--- config.mk ---
export PLATFORM = sky130hd
export DESIGN_NAME = qspi_xip_ctrl
export DESIGN_NICKNAME = d
export VERILOG_FILES = /design/src/rtl/qspi_xip_ctrl.sv
export SDC_FILE = /design/constraint.sdc
export NUM_CORES = 1
export LEC_CHECK = 0
export ABC_AREA = 1
export BUFFER_PORTS_ARGS = -buffer_cell sky130_fd_sc_hd__buf_4
export CAP_MARGIN = 20
export CORE_MARGIN = 4
export CORE_UTILIZATION = 50
export CTS_CLUSTER_DIAMETER = 100
export DETAILED_ROUTE_END_ITERATION = 8
export PLACE_DENSITY = 0.78
export SLEW_MARGIN = 20
export SYNTH_ARGS = -nofsm -noshare
export SYNTH_HDL_FRONTEND = slang
export SYNTH_SLANG_ARGS = --single-unit
--- constraint.sdc ---
create_clock -name clk -period 2.7 [get_ports clk]
set_input_delay 0.54 -clock clk [delete_from_list [all_inputs] [get_ports clk]]
set_output_delay 0.54 -clock clk [all_outputs]
set_load 0.005 [all_outputs]
--- src/rtl/qspi_xip_ctrl.sv ---
// qspi_xip_ctrl: execute-in-place front end arbitrating an instruction port and a
// data port onto one QSPI master. Sequential instruction fetches are streamed with
// m_cont so the flash command/address phase is skipped; anything else closes the
// stream with m_stop and restarts with m_start. A watchdog aborts accesses whose
// m_done never arrives.
//
// Handshake: a requester raises *_req with stable fields and holds them until the
// matching *_ready pulse. *_ready is a single-cycle pulse (with *_err on failure).
// A request still high during its own ready cycle is treated as already served,
// so the requester may drop it on the edge that ends the ready cycle.
module qspi_xip_ctrl #(
    parameter logic [15:0] TIMEOUT_CYCLES = 16'hFFFF
) (
    input  logic        clk,
    input  logic        rst_n,

    input  logic        ifetch_req,
    input  logic [23:0] ifetch_addr,
    output logic        ifetch_ready,
    output logic        ifetch_err,
    output logic [31:0] ifetch_rdata,

    input  logic        dmem_req,
    input  logic        dmem_we,
    input  logic [23:0] dmem_addr,
    input  logic [31:0] dmem_wdata,
    input  logic [5:0]  dmem_len,
    output logic        dmem_ready,
    output logic        dmem_err,
    output logic [31:0] dmem_rdata,

    output logic        m_start,
    output logic        m_stop,
    output logic        m_cont,
    output logic        m_write_enable,
    output logic        m_is_instr,
    output logic [23:0] m_addr,
    output logic [5:0]  m_data_len,
    output logic [31:0] m_data_in,
    input  logic [31:0] m_data_out,
    input  logic        m_done,

    output logic [2:0]  dbg_state
);

    localparam logic [2:0] IDLE   = 3'd0;
    localparam logic [2:0] WAIT_I = 3'd1;
    localparam logic [2:0] STREAM = 3'd2;
    localparam logic [2:0] WAIT_D = 3'd3;
    localparam logic [2:0] STOP   = 3'd4;

    localparam logic [5:0] INSTR_LEN = 6'd32;

    logic [2:0]  state;
    logic [2:0]  state_nx;
    logic [23:0] next_addr;
    logic [15:0] wd_cnt;

    logic dmem_go;
    logic ifetch_go;
    logic ifetch_aligned;
    logic stream_hit;

    logic issue_d;
    logic issue_i;
    logic misal;
    logic do_cont;
    logic do_stop;
    logic fin_i;
    logic fin_d;
    logic tmo;

    assign dbg_state = state;

    // Request qualification: ignore a request during its own ready cycle.
    always_comb begin
        dmem_go        = dmem_req && !dmem_ready;
        ifetch_go      = ifetch_req && !ifetch_ready;
        ifetch_aligned = (ifetch_addr[1:0] == 2'b00);
        stream_hit     = (ifetch_addr == next_addr) && (next_addr != 24'd0);
    end

    // Decide this cycle's action. STOP dispatches a still-held request exactly like
    // IDLE does, so the restart m_start lands in the cycle right after m_stop.
    always_comb begin
        issue_d = 1'b0;
        issue_i = 1'b0;
        misal   = 1'b0;
        do_cont = 1'b0;
        do_stop = 1'b0;
        fin_i   = 1'b0;
        fin_d   = 1'b0;
        tmo     = 1'b0;
        case (state)
            IDLE, STOP: begin
                if (dmem_go) begin
                    issue_d = 1'b1;
                end else if (ifetch_go) begin
                    if (ifetch_aligned) issue_i = 1'b1;
                    else                misal   = 1'b1;
                end
            end
            STREAM: begin
                if (dmem_go) begin
                    do_stop = 1'b1;
                end else if (ifetch_go) begin
                    if (!ifetch_aligned) misal   = 1'b1;
                    else if (stream_hit) do_cont = 1'b1;
                    else                 do_stop = 1'b1;
                end
            end
            WAIT_I, WAIT_D: begin
                if (m_done) begin
                    if (state == WAIT_I) fin_i = 1'b1;
                    else                 fin_d = 1'b1;
                end else if (wd_cnt == TIMEOUT_CYCLES - 16'd1) begin
                    tmo = 1'b1;
                end
            end
            default: ;
        endcase
    end

    // Next-state selection from the decoded action.
    always_comb begin
        state_nx = state;
        if (issue_d)                state_nx = WAIT_D;
        else if (issue_i || do_cont) state_nx = WAIT_I;
        else if (do_stop)           state_nx = STOP;
        else if (fin_i)             state_nx = STREAM;
        else if (fin_d || tmo)      state_nx = IDLE;
        else if (state == STOP)     state_nx = IDLE;
        else if (state > STOP)      state_nx = IDLE;
    end

    // State register.
    always_ff @(posedge clk or negedge rst_n) begin
        if (!rst_n) state <= IDLE;
        else        state <= state_nx;
    end

    // Watchdog: counts cycles spent in a wait state, zero on every entry.
    always_ff @(posedge clk or negedge rst_n) begin
        if (!rst_n) begin
            wd_cnt <= 16'd0;
        end else if ((state == WAIT_I || state == WAIT_D) && state_nx == state) begin
            wd_cnt <= wd_cnt + 16'd1;
        end else begin
            wd_cnt <= 16'd0;
        end
    end

    // Single-cycle control and completion pulses.
    always_ff @(posedge clk or negedge rst_n) begin
        if (!rst_n) begin
            m_start      <= 1'b0;
            m_stop       <= 1'b0;
            m_cont       <= 1'b0;
            ifetch_ready <= 1'b0;
            ifetch_err   <= 1'b0;
            dmem_ready   <= 1'b0;
            dmem_err     <= 1'b0;
        end else begin
            m_start      <= issue_d || issue_i;
            m_stop       <= do_stop || tmo;
            m_cont       <= do_cont;
            ifetch_ready <= misal || fin_i || (tmo && state == WAIT_I);
            ifetch_err   <= misal || (tmo && state == WAIT_I);
            dmem_ready   <= fin_d || (tmo && state == WAIT_D);
            dmem_err     <= tmo && state == WAIT_D;
        end
    end

    // Master command fields: loaded only when an access starts or continues, so
    // they stay stable for the whole access.
    always_ff @(posedge clk or negedge rst_n) begin
        if (!rst_n) begin
            m_write_enable <= 1'b0;
            m_is_instr     <= 1'b0;
            m_addr         <= 24'd0;
            m_data_len     <= 6'd0;
            m_data_in      <= 32'd0;
        end else if (issue_d) begin
            m_write_enable <= dmem_we;
            m_is_instr     <= 1'b0;
            m_addr         <= dmem_addr;
            m_data_len     <= dmem_len;
            m_data_in      <= dmem_wdata;
        end else if (issue_i) begin
            m_write_enable <= 1'b0;
            m_is_instr     <= 1'b1;
            m_addr         <= ifetch_addr;
            m_data_len     <= INSTR_LEN;
            m_data_in      <= 32'd0;
        end else if (do_cont) begin
            m_write_enable <= 1'b0;
            m_is_instr     <= 1'b1;
            m_addr         <= next_addr;
            m_data_len     <= INSTR_LEN;
            m_data_in      <= 32'd0;
        end
    end

    // Stream pointer: the address a continued fetch must present to stay in burst.
    always_ff @(posedge clk or negedge rst_n) begin
        if (!rst_n)     next_addr <= 24'd0;
        else if (fin_i) next_addr <= m_addr + 24'd4;
    end

    // Read data: updated only on successful completions, held otherwise.
    always_ff @(posedge clk or negedge rst_n) begin
        if (!rst_n) begin
            ifetch_rdata <= 32'd0;
            dmem_rdata   <= 32'd0;
        end else begin
            if (fin_i) ifetch_rdata <= m_data_out;
            if (fin_d) dmem_rdata   <= m_write_enable ? 32'd0 : m_data_out;
        end
    end

endmodule

==> results.txt, run 1 <==
Layout cells sized above 1 -> 28.5%
DRC viols -> 0
Max FO, Critical Path -> 40
RePlAce Congestion -> 0.933
Post-synth top area cell -> dfrtp_1
Slew @ Worst Pin -> 0.639 ns
CP Capture Type -> flop
Critical path launch point type -> flop
P per Cell Area -> 1070 nW/um^2
CP Data Arrival Time -> 2.35 ns
Grt total ovfl -> 0
Pint -> 0.00759 W
Antenna violations before repair -> 0
Data required, critical path -> 3.00 ns
Final min period -> 2.05 ns
# nets final -> 1441
Switching Share -> 38.3%
Number of buffers created by CTS -> 17
Via count -> 7969
Storage cell area -> 4450 sq um
Distinct cells, synth -> 35
Initial core utilization -> 50.7%
Vias per std cell -> 5.13
Worst Hold Class -> in2async
PortBufs -> 261
Total power -> 0.0123 W
Final setup violation count -> 0
# fillers -> 1452
CTS hold repair buffers -> 0
Drt pass-1 iters -> 5
Yosys warns -> 0
Sink Count -> 178
Worst Clk Skew -> 0.0127 ns
Leakage -> 5.89 nW
Period utilization -> 75.9%
Clk Latency, worst-skew pair -> 0.43 ns
Hpwl dp -> 18300 microns
Top achievable clock speed -> 0.488 GHz
Syn Std Cell Area -> 8710 sq um
Footprint of the multi-input gates -> 3560 sq um
H-tree levels -> 4
Flops & latches, synth -> 178
Antenna viol nets, final -> 0
Reg power frac -> 37.6%
Layout area overhead -> 32.3%
Total global-route track usage -> 25.3%
Count of boundary I/O pins -> 262
CTS clk-pin slew, worst paths -> 0.08 ns
Area of the core -> 17200 sq um
Status -> finished, final reports clean
Hold Fails Final Rpt -> 0
Crit path kind -> reg2reg
Max-Cap Viols -> 0
Pin count of the biggest net entering global routing -> 58
Register area share after synthesis -> 51.1%
Synth top area share -> 51.1%
Clk buf depth -> 2
Syn_nets -> 1189
Switching power -> 0.00472 W
Post-synthesis cell count -> 1062
Main area contributors after synthesis -> dfrtp_1 (51%), nand2_1 (15%), o21ai_0 (5.7%)
Setup TNS Final -> 0 ns
Wirelength per Cell -> 16.0 microns
Die W -> 140 microns
RSZ-0062 raised after global routing -> no
Vias in the first global route -> 7956
PostCTS Resize Cnt -> 0
Synth Area per Inst -> 8.20 sq um
Die Area -> 19600 sq um
CTS tree -> done
Die Height -> 140 microns
Post-CTS setup buffers -> 0
Clk Tree Root Cell -> clkbuf_16
Slew margin rel. -> 57.4%
Combinational power share -> 41.4%
WL final -> 24900 microns
Slew Viols, Final -> 0
ANT cells -> 0
First-pass GRT wire length -> 40200 microns
Peak VDD IR -> 493 uV
DR iter-0 viols -> 552
Clock power share -> 21.0%
Placement Rows -> 48
-- final timing paths --
kind | from | to | slack, ns | depth (start not counted)
worst min-delay path | rst_n | ifetch_rdata[26] | 0.02 | 1
worst max register to register | next_addr[15] | m_data_in[6] | 0.65 | 9
min in group clk | dmem_wdata[10] | m_data_in[10] | 0.31 | 3
worst min register to register | ifetch_rdata[31] | ifetch_rdata[31] | 0.48 | 2
max in group asynchronous | rst_n | next_addr[20] | 1.96 | 2
worst max-delay path | next_addr[15] | m_data_in[6] | 0.65 | 9
-- cell usage after synthesis --
cell,count
and3_1,1
nand4_1,17
nor4_1,2
o32ai_1,1
nand3_4,2
o211ai_1,1
xor2_1,15
nand3_1,47
nor3_1,15
a21oi_1,7
or2_4,1
nor4_4,1
buf_6,8
o21ai_2,39
nor2_2,5
nor3b_1,4
inv_1,110
buf_12,1
xnor2_1,20
a31oi_1,9
inv_2,7
o21ai_0,100
nor2_1,65
o21ai_1,16
dfrtp_1,178
nand2_1,338
nand3_2,2
a31o_2,1
nand2_2,2
nor3_2,2
nor2_4,3
clkbuf_1,25
buf_2,12
ha_1,3
or2_2,2
-- layout by cell type, fill, tap and decap left out, drive strengths merged --
master,instances
inv,124
nor2,73
nor3b,4
buf,279
dfrtp,178
and3,1
clkinv,6
nand4,17
ha,3
or2,3
nand2,340
nor4,3
a31o,1
xor2,15
clkbuf,17
a21oi,7
bufinv,2
nand3,51
o32ai,1
a31oi,9
o211ai,1
o21ai,155
xnor2,20
nor3,17
-- worst max-delay path: stages (launching register included) --
cell and delay [ns]:
dfrtp_1 0.45, xnor2_1 0.33, nand2_1 0.11, nor2_1 0.12, nand2_1 0.07, nor2_2 0.15, nand3_2 0.15, nand3_4 0.16
buf_12 0.24, o21ai_0 0.12
-- cells by family (layout without fill, tap and decap cells) --
logic type | Yosys count | in the layout | synth area share, %
AO/OA/AOI/OAI | 174 | 174 | 11.9
XOR/XNOR | 35 | 35 | 3.52
adder cells (fa/ha/maj) | 3 | 3 | 0.431
buffers and inverters | 163 | 428 | 8.07
flip-flops | 178 | 178 | 51.1
AND/OR/NAND/NOR | 509 | 509 | 24.9
-- state kept, by name (all words and copies together), names as in the netlist --
| signal | count |
|---|---|
| dbg_state | 3 |
| m_data_in | 32 |
| ifetch_rdata | 32 |
| next_addr | 24 |
| wd_cnt | 16 |
| m_cont | 1 |
| dmem_ready | 1 |
| m_addr | 24 |
| dmem_rdata | 32 |
| dmem_err | 1 |
| m_data_len | 6 |
| ifetch_err | 1 |
| m_stop | 1 |
| m_is_instr | 1 |
| ifetch_ready | 1 |
| m_write_enable | 1 |
| m_start | 1 |
-- metrics by stage --
| step | instance area (sq um) | utilization [%] | hold slack [ns] | worst slack [ns] | std cells |
|---|---|---|---|---|---|
| 2_1_floorplan | 8710 | - | 0.244 | 0.964 | 1062 |
| 3_3_place_gp | 10900 | 63.5 | 0.455 | 0.508 | 1520 |
| 3_5_place_dp | 10900 | 63.5 | 0.460 | 0.474 | 1520 |
| 4_1_cts | 11500 | 67.1 | 0.0248 | 0.710 | 1552 |
| 5_1_grt | 11500 | 67.1 | 0.0235 | 0.481 | 1552 |
| 6_report | 11500 | 67.1 | 0.0163 | 0.650 | 1552 |
-- power groups by stage --
stage          Sequential, W  Clock, W  Combinational, W
2_1_floorplan        0.00457         0           0.00261
3_3_place_gp         0.00462         0           0.00500
3_5_place_dp         0.00463         0           0.00512
4_1_cts              0.00462   0.00262           0.00514
5_1_grt              0.00477   0.00273           0.00564
6_report             0.00462   0.00259           0.00510
-- final cells by class --
class,count,share of cell area (%)
Clock buffer,17,3.69
Clock inverter,15,1.65
Inverter,117,3.81
Multi-Input combinational cell,721,30.9
Sequential cell,178,38.6
Tap cell,225,2.44
Timing Repair Buffer,279,18.9
-- per-layer routing --
| metal | routed length (microns) | global-route usage, % | part of all wire, % | up-vias |
|---|---|---|---|---|
| met2 | 12400 | 41.9 | 50 | 279 |
| met1 | 10200 | 33.3 | 41 | 3790 |
| met3 | 1760 | 5.50 | 7.1 | 36 |
| met4 | 503 | 8.36 | 2.0 | 0 |
| li1 | - | - | - | 3864 |
| met5 | 0 | 0 | 0 | - |
Power figures use the tool's default switching activity.
==> run 2, diff against run 1 <==
--- a/config.mk
+++ b/config.mk
@@ -5,14 +5,14 @@
 export SDC_FILE = /design/constraint.sdc
 export NUM_CORES = 1
 export LEC_CHECK = 0
-export ABC_AREA = 1
+export ABC_AREA = 0
 export BUFFER_PORTS_ARGS = -buffer_cell sky130_fd_sc_hd__buf_4
 export CAP_MARGIN = 20
 export CORE_MARGIN = 4
-export CORE_UTILIZATION = 50
+export CORE_UTILIZATION = 46
 export CTS_CLUSTER_DIAMETER = 100
 export DETAILED_ROUTE_END_ITERATION = 8
-export PLACE_DENSITY = 0.78
+export PLACE_DENSITY = 0.77
 export SLEW_MARGIN = 20
 export SYNTH_ARGS = -nofsm -noshare
 export SYNTH_HDL_FRONTEND = slang
==> constraint.sdc (replaced) <==
create_clock -name clk -period 1.77 [get_ports clk]
set_input_delay 0.354 -clock clk [delete_from_list [all_inputs] [get_ports clk]]
set_output_delay 0.354 -clock clk [all_outputs]
set_load 0.005 [all_outputs]
==> results.txt, run 2 <==
Die Height -> 140 microns (-0.28%)
Slowest stage delay, CP -> 0.47 ns (+0.02 ns)
P per Cell Area -> 1620 nW/um^2 (+52%)
Layout area overhead -> 62.1%
ANT cells -> 0 (unchanged)
Total global-route track usage -> 27.7% (+2.4 points)
Slew margin rel. -> 63.5% (+6.1 points)
Top-count cell post-synth -> nand2_1
Placement Rows -> 47 (-2.1%)
Worst setup path end -> m_data_len[3]
Die W -> 140 microns (-0.28%)
Met3 routed wirelength -> 3150 microns (+80%)
H-tree levels -> 4 (unchanged)
# fillers -> 1050 (-28%)
Sink Count -> 178 (unchanged)
Post-synth top area cell -> dfrtp_1
Top_reg_cell synth -> dfrtp_1
Drt pass-1 iters -> 5 (unchanged)
Die Area -> 19500 sq um (-0.56%)
Number of buffers created by CTS -> 17 (unchanged)
Crit path from -> next_addr[10]
DRC viols -> 0 (unchanged)
RR Startpoint -> next_addr[10]
PortBufs -> 261 (unchanged)
Main area contributors after synthesis -> dfrtp_1 (56%), nand2_1 (14%), xor2_1 (5.3%)
RePlAce Congestion -> 0.872 (-6.5%)
Yosys warns -> 0 (unchanged)
Hold Fails Final Rpt -> 0 (unchanged)
Post-synthesis cell count -> 829 (-22%)
CP Capture Type -> flop
Critical path launch point type -> flop
Top sig layer -> met4
Crit path kind -> reg2reg
Antenna violations before repair -> 0 (unchanged)
Post-synth EDFFs -> 0 (unchanged)
Synth Area per Inst -> 9.61 sq um (+17%)
Distinct cells, synth -> 39 (+11%)
Wirelength per Cell -> 21.3 microns (+33%)
Peak VDD IR -> 919 uV (+86%)
Final Cell Area -> 12900 sq um (+12%)
Slew Viols, Final -> 0 (unchanged)
Flops & latches, synth -> 178 (unchanged)
Total power -> 0.0209 W (+70%)
Syn Std Cell Area -> 7970 sq um (-8.5%)
Ys async rst share -> 100% (unchanged)
CTS tree -> done
Path depth of the worst reg2reg path -> 9 (unchanged)
Post-Route M1 WL -> 10700 microns (+5.2%)
Setup WS post-layout -> -0.682 ns (-1.33 ns)
Max FO, Critical Path -> 7 (-83%)
Syn_nets -> 956 (-20%)
Clk Tree Root Cell -> clkbuf_16
Grt total ovfl -> 0 (unchanged)
Vias in the first global route -> 7955 (-0.013%)
Reg-to-reg setup timing slack -> -0.68 ns (-1.33 ns)
DR iter-0 viols -> 637 (+15%)
Worst Clk Skew -> 0.0111 ns (-0.00152 ns)
Final min period -> 2.45 ns (+0.401 ns)
Clk Latency, worst-skew pair -> 0.45 ns (+0.02 ns)
Pin count of the biggest net entering global routing -> 66 (+14%)
Biggest regs -> dmem_rdata: 32 flops, ifetch_rdata: 32 flops, m_data_in: 32 flops
RSZ-0062 raised after global routing -> yes
Final setup violation count -> 176 (+176)
Max-Cap Viols -> 0 (unchanged)
Period utilization -> 139% (+63 points)
Status -> finished, violations left
Area of the core -> 16800 sq um (-2.4%)
Data required, critical path -> 2.10 ns (-0.90 ns)
Commonest cells after routing, fill and taps aside -> buf_4 (339), nand2_1 (221), dfrtp_1 (178)
Initial core utilization -> 47.5% (-3.2 points)
Metal2 WL -> 15100 microns (+22%)
Vias per std cell -> 5.70 (+11%)
Synth cell count leaders -> nand2_1 (289), dfrtp_1 (178), o21ai_1 (54), xor2_1 (48), a22o_1 (40)
Register area share after synthesis -> 55.9% (+4.8 points)
Slowest-stage cell, CP -> dfrtp_1
Hpwl dp -> 17500 microns (-4.3%)
Synth top area share -> 55.9% (+4.8 points)
CTS clk-pin slew, worst paths -> 0.07 ns (about the same)
Via count -> 8151 (+2.3%)
Leakage -> 6.46 nW (+9.7%)
Count of boundary I/O pins -> 262 (unchanged)
Crit-path cells -> xor2_1 > nor4_2 > nand2_1 > nor4_4 > buf_4 > nor3_4 > buf_12 > clkbuf_16 > a22o_1
CP Data Arrival Time -> 2.79 ns (+0.44 ns)
Worst Hold Class -> in2reg
Commonest non-fill, non-tap cell in the layout -> buf_4
Dpl cell area -> 10800 sq um (-0.79%)
Layout cells sized above 1 -> 46.6% (+18 points)
Antenna viol nets, final -> 0 (unchanged)
Setup TNS Final -> -62.59 ns (-62.59 ns)
Storage cell area -> 4450 sq um (unchanged)
# nets final -> 1325 (-8.0%)
Slew @ Worst Pin -> 0.545 ns (-0.0933 ns)
Top achievable clock speed -> 0.408 GHz (-16%)
Violated checks -> setup timing
WL final -> 30500 microns (+23%)
First-pass GRT wire length -> 42700 microns (+6.4%)
Clk buf depth -> 2 (unchanged)
Footprint of the multi-input gates -> 4060 sq um (+14%)
WHS -> 0.116 ns (+0.0995 ns)
FF-to-FF End -> m_data_len[3]
[run 2: metal layers]
metal,up-vias,global-route usage [%]
met5,-,0
met2,538,46.8
met4,0,11.0
li1,3536,-
met1,3922,32.7
met3,155,9.23
[run 2: worst min-delay path by stage]
stage,endpoint,slack (ns),start,cells after the start
floorplan,dbg_state[0],0.06,rst_n,0
global placement,wd_cnt[9],0.30,rst_n,1
detailed placement,wd_cnt[4],0.30,rst_n,1
CTS,ifetch_rdata[15],0.09,m_data_out[15],3
global route,ifetch_rdata[17],0.1,m_data_out[17],3
finish,ifetch_rdata[2],0.12,m_data_out[2],3
[run 2: kinds of logic after synthesis]
kind of cell	after synthesis	share of synthesized area [%]
buf+inv	50	2.54
flops	178	55.9
fa+ha+maj	3	0.471
simple gates	417	23.5
xor+xnor	58	6.37
compound gates	123	11.2
[run 2: critical path: cells and delay by family (launching register included)]
kind                   cells  cell delay, ns
AO/OA/AOI/OAI              1            0.17
flip-flops                 1            0.47
buffers and inverters      3            0.54
AND/OR/NAND/NOR            4            0.95
XOR/XNOR                   1            0.20
[run 2: power by group]
part / total [W] / switching (W) / leakage [nW] / internal, W
registers: 0.00709 / 0.00140 / 2.27 / 0.00569
logic: 0.0101 / 0.00464 / 3.90 / 0.00542
clock network: 0.00378 / 0.00189 / 0.287 / 0.00190
total: 0.0209 / 0.00793 / 6.46 / 0.0130
[run 2: layout make-up]
class	instances	share of cell area [%]
well taps	220	2.13
clock inverters	15	1.31
clock buffers	17	3.29
multi-input cells	604	31.5
inverters	5	0.165
repair buffers	392	27.2
flip-flops and latches	178	34.5
[run 2: timing repair]
action / 4_1_cts / 5_1_grt
cloned: 9 / 11
setup endpoints to repair: 145 / 146
setup buffers: 12 / 21
pin swaps: 62 / 104
hold buffers: 1 / 0
resized for setup: 75 / 147
endpoints found under the hold margin: 33 / 0
[run 2: metrics by stage]
stage / std cells / util [%] / worst slack [ns]
3_5_place_dp: 1351 / 64.6 / -0.858
3_3_place_gp: 1351 / 64.6 / -0.819
2_1_floorplan: 829 / - / -0.298
4_1_cts: 1405 / 71.6 / -0.586
6_report: 1431 / 77.1 / -0.682
5_1_grt: 1431 / 77.1 / -0.723
==> run 3, diff against run 2 <==
--- a/config.mk
+++ b/config.mk
@@ -9,10 +9,10 @@
 export BUFFER_PORTS_ARGS = -buffer_cell sky130_fd_sc_hd__buf_4
 export CAP_MARGIN = 20
 export CORE_MARGIN = 4
-export CORE_UTILIZATION = 46
-export CTS_CLUSTER_DIAMETER = 100
+export CORE_UTILIZATION = 50
+export CTS_CLUSTER_DIAMETER = 50
 export DETAILED_ROUTE_END_ITERATION = 8
-export PLACE_DENSITY = 0.77
+export PLACE_DENSITY = 0.79
 export SLEW_MARGIN = 20
 export SYNTH_ARGS = -nofsm -noshare
 export SYNTH_HDL_FRONTEND = slang
==> constraint.sdc (replaced) <==
create_clock -name clk -period 2.8 [get_ports clk]
set_input_delay 0.56 -clock clk [delete_from_list [all_inputs] [get_ports clk]]
set_output_delay 0.56 -clock clk [all_outputs]
set_load 0.005 [all_outputs]
==> results.txt, run 3 (same netlist as run 2, synthesis figures left out) <==
Clk Tree Root Cell -> clkbuf_16
DR iter-0 viols -> 528 (-17%)
Die Height -> 134 microns (-3.8%)
CP Data Arrival Time -> 2.81 ns (+0.02 ns)
Most common cell on crit path -> buf_4
Slowest-stage cell, CP -> nor4_2
DRC viols -> 0 (unchanged)
# fillers -> 1235 (+18%)
Max FO, Critical Path -> 26 (+19)
H-tree levels -> 4 (unchanged)
Die W -> 134 microns (-3.8%)
Layout area overhead -> 38.1%
CTS tree -> done
Wirelength per Cell -> 17.7 microns (-17%)
Number of buffers created by CTS -> 17 (unchanged)
Max-Cap Viols -> 0 (unchanged)
Pin count of the biggest net entering global routing -> 79 (+20%)
Antenna viol nets, final -> 0 (unchanged)
Initial core utilization -> 51.7% (+4.1 points)
First-pass GRT wire length -> 38200 microns (-11%)
Slowest stage delay, CP -> 0.42 ns (-0.05 ns)
Area of the core -> 15400 sq um (-8.0%)
Grt total ovfl -> 0 (unchanged)
Layout cells sized above 1 -> 31.3% (-15 points)
Commonest non-fill, non-tap cell in the layout -> buf_4
Commonest cells after routing, fill and taps aside -> buf_4 (305), nand2_1 (289), dfrtp_1 (178)
Peak VDD IR -> 608 uV (-34%)
Slew @ Worst Pin -> 0.733 ns (+0.187 ns)
Die Area -> 18000 sq um (-7.6%)
PostCTS Resize Cnt -> 0 (-100%)
Placement Rows -> 45 (-4.3%)
WL final -> 23600 microns (-23%)
Final setup violation count -> 0 (-100%)
Biggest regs -> dmem_rdata: 32 flops, ifetch_rdata: 32 flops, m_data_in: 32 flops
Core Util, Final -> 71.3% (-5.7 points)
Vias per std cell -> 5.31 (-6.7%)
Clk buf depth -> 2 (unchanged)
Slew Viols, Final -> 0 (unchanged)
RSZ-0062 raised after global routing -> no
CTS clk-pin slew, worst paths -> 0.06 ns (about the same)
Count of boundary I/O pins -> 262 (unchanged)
Leakage -> 5.68 nW (-12%)
RePlAce Congestion -> 0.842 (-3.5%)
Crit path kind -> reg2reg
Sink Count -> 178 (unchanged)
Vias in the first global route -> 7370 (-7.4%)
CP Capture Type -> flop
# nets final -> 1238 (-6.6%)
Clk Latency, worst-skew pair -> 0.43 ns (-0.02 ns)
Total global-route track usage -> 26.6% (-1.0 points)
Crit-path cells -> buf_4 > xor2_1 > nor4_2 > nand4_1 > nor4_4 > nor3_4 > buf_8 > buf_4 > a22o_1
Period utilization -> 89.0% (-49 points)
Hold Fails Final Rpt -> 0 (unchanged)
ANT cells -> 0 (unchanged)
Slew margin rel. -> 51.2% (-12 points)
Data required, critical path -> 3.11 ns (+1.01 ns)
Hpwl dp -> 17200 microns (-1.7%)
Worst Clk Skew -> 0.00936 ns (-0.00178 ns)
Worst Hold Class -> in2async
Critical path launch point type -> flop
Drt pass-1 iters -> 5 (unchanged)
Via count -> 7090 (-13%)
Top achievable clock speed -> 0.401 GHz (-1.7%)
Total power -> 0.0113 W (-46%)
Final min period -> 2.49 ns (+0.0412 ns)
Antenna violations before repair -> 0 (unchanged)
P per Cell Area -> 1030 nW/um^2 (-37%)
PortBufs -> 261 (unchanged)
Status -> finished, final reports clean
[run 3: layout make-up]
type	count	area, sq um	share of cell area, %
sequential	178	4450	40.5
inverter	5	18.8	0.171
multi-input combinational	601	3350	30.4
clock inverter	13	154	1.40
clock buffer	18	429	3.90
timing repair buffer	308	2340	21.2
tap	211	264	2.40
[run 3: final timing paths]
path	from	end	slack (ns)	cells after the start
min reg2reg	ifetch_rdata[8]	ifetch_rdata[8]	0.48	2
max	next_addr[14]	m_data_in[28]	0.31	9
max reg2reg	next_addr[14]	m_data_in[28]	0.31	9
max in group asynchronous	rst_n	m_data_in[15]	1.90	2
min in group clk	m_data_out[25]	ifetch_rdata[25]	0.32	3
min	rst_n	wd_cnt[1]	0.14	1
[run 3: repair_timing]
action | CTS | global route
hold buffers | 0 | 0
buffers inserted | 0 | 2
setup endpoints to repair | 0 | 26
endpoints found under the hold margin | 0 | 0
[run 3: per-stage QoR]
| step | area (sq um) | hold WS [ns] | TNS, ns | setup WS, ns | std cells |
|---|---|---|---|---|---|
| 4_1_cts | 11000 | 0.187 | 0 | 0.0622 | 1332 |
| 3_5_place_dp | 10400 | 0.464 | 0 | 0.00367 | 1301 |
| 5_1_grt | 11000 | 0.209 | 0 | 0.189 | 1334 |
| 2_1_floorplan | 7970 | 0.264 | 0 | 0.558 | 829 |
| 6_report | 11000 | 0.140 | 0 | 0.307 | 1334 |
| 3_3_place_gp | 10400 | 0.460 | -4.65 | -0.172 | 1300 |
[run 3: where the power goes]
| part | switching, W | total (W) | internal [W] | leakage [nW] |
|---|---|---|---|---|
| clock network | 0.00104 | 0.00237 | 0.00133 | 0.289 |
| logic | 0.00210 | 0.00450 | 0.00240 | 3.12 |
| registers | 0.000815 | 0.00441 | 0.00360 | 2.27 |
| total | 0.00396 | 0.0113 | 0.00732 | 5.68 |
[run 3: layer usage]
layer  vias to the layer above  part of all wire, %  global-route usage (%)
li1                       3334                    -                       -
met1                      3395                   39                    33.3
met2                       308                   49                    42.9
met3                        53                  8.9                    8.93
met4                         0                  3.0                    10.7
met5                         -                    0                       0
[run 3: worst max-delay path, delay by kind of cell, from the launching register on]
kind | cells | cell delay (ns)
simple gates | 4 | 1.06
buf+inv | 3 | 0.55
flops | 1 | 0.40
compound gates | 1 | 0.21
xor+xnor | 1 | 0.14
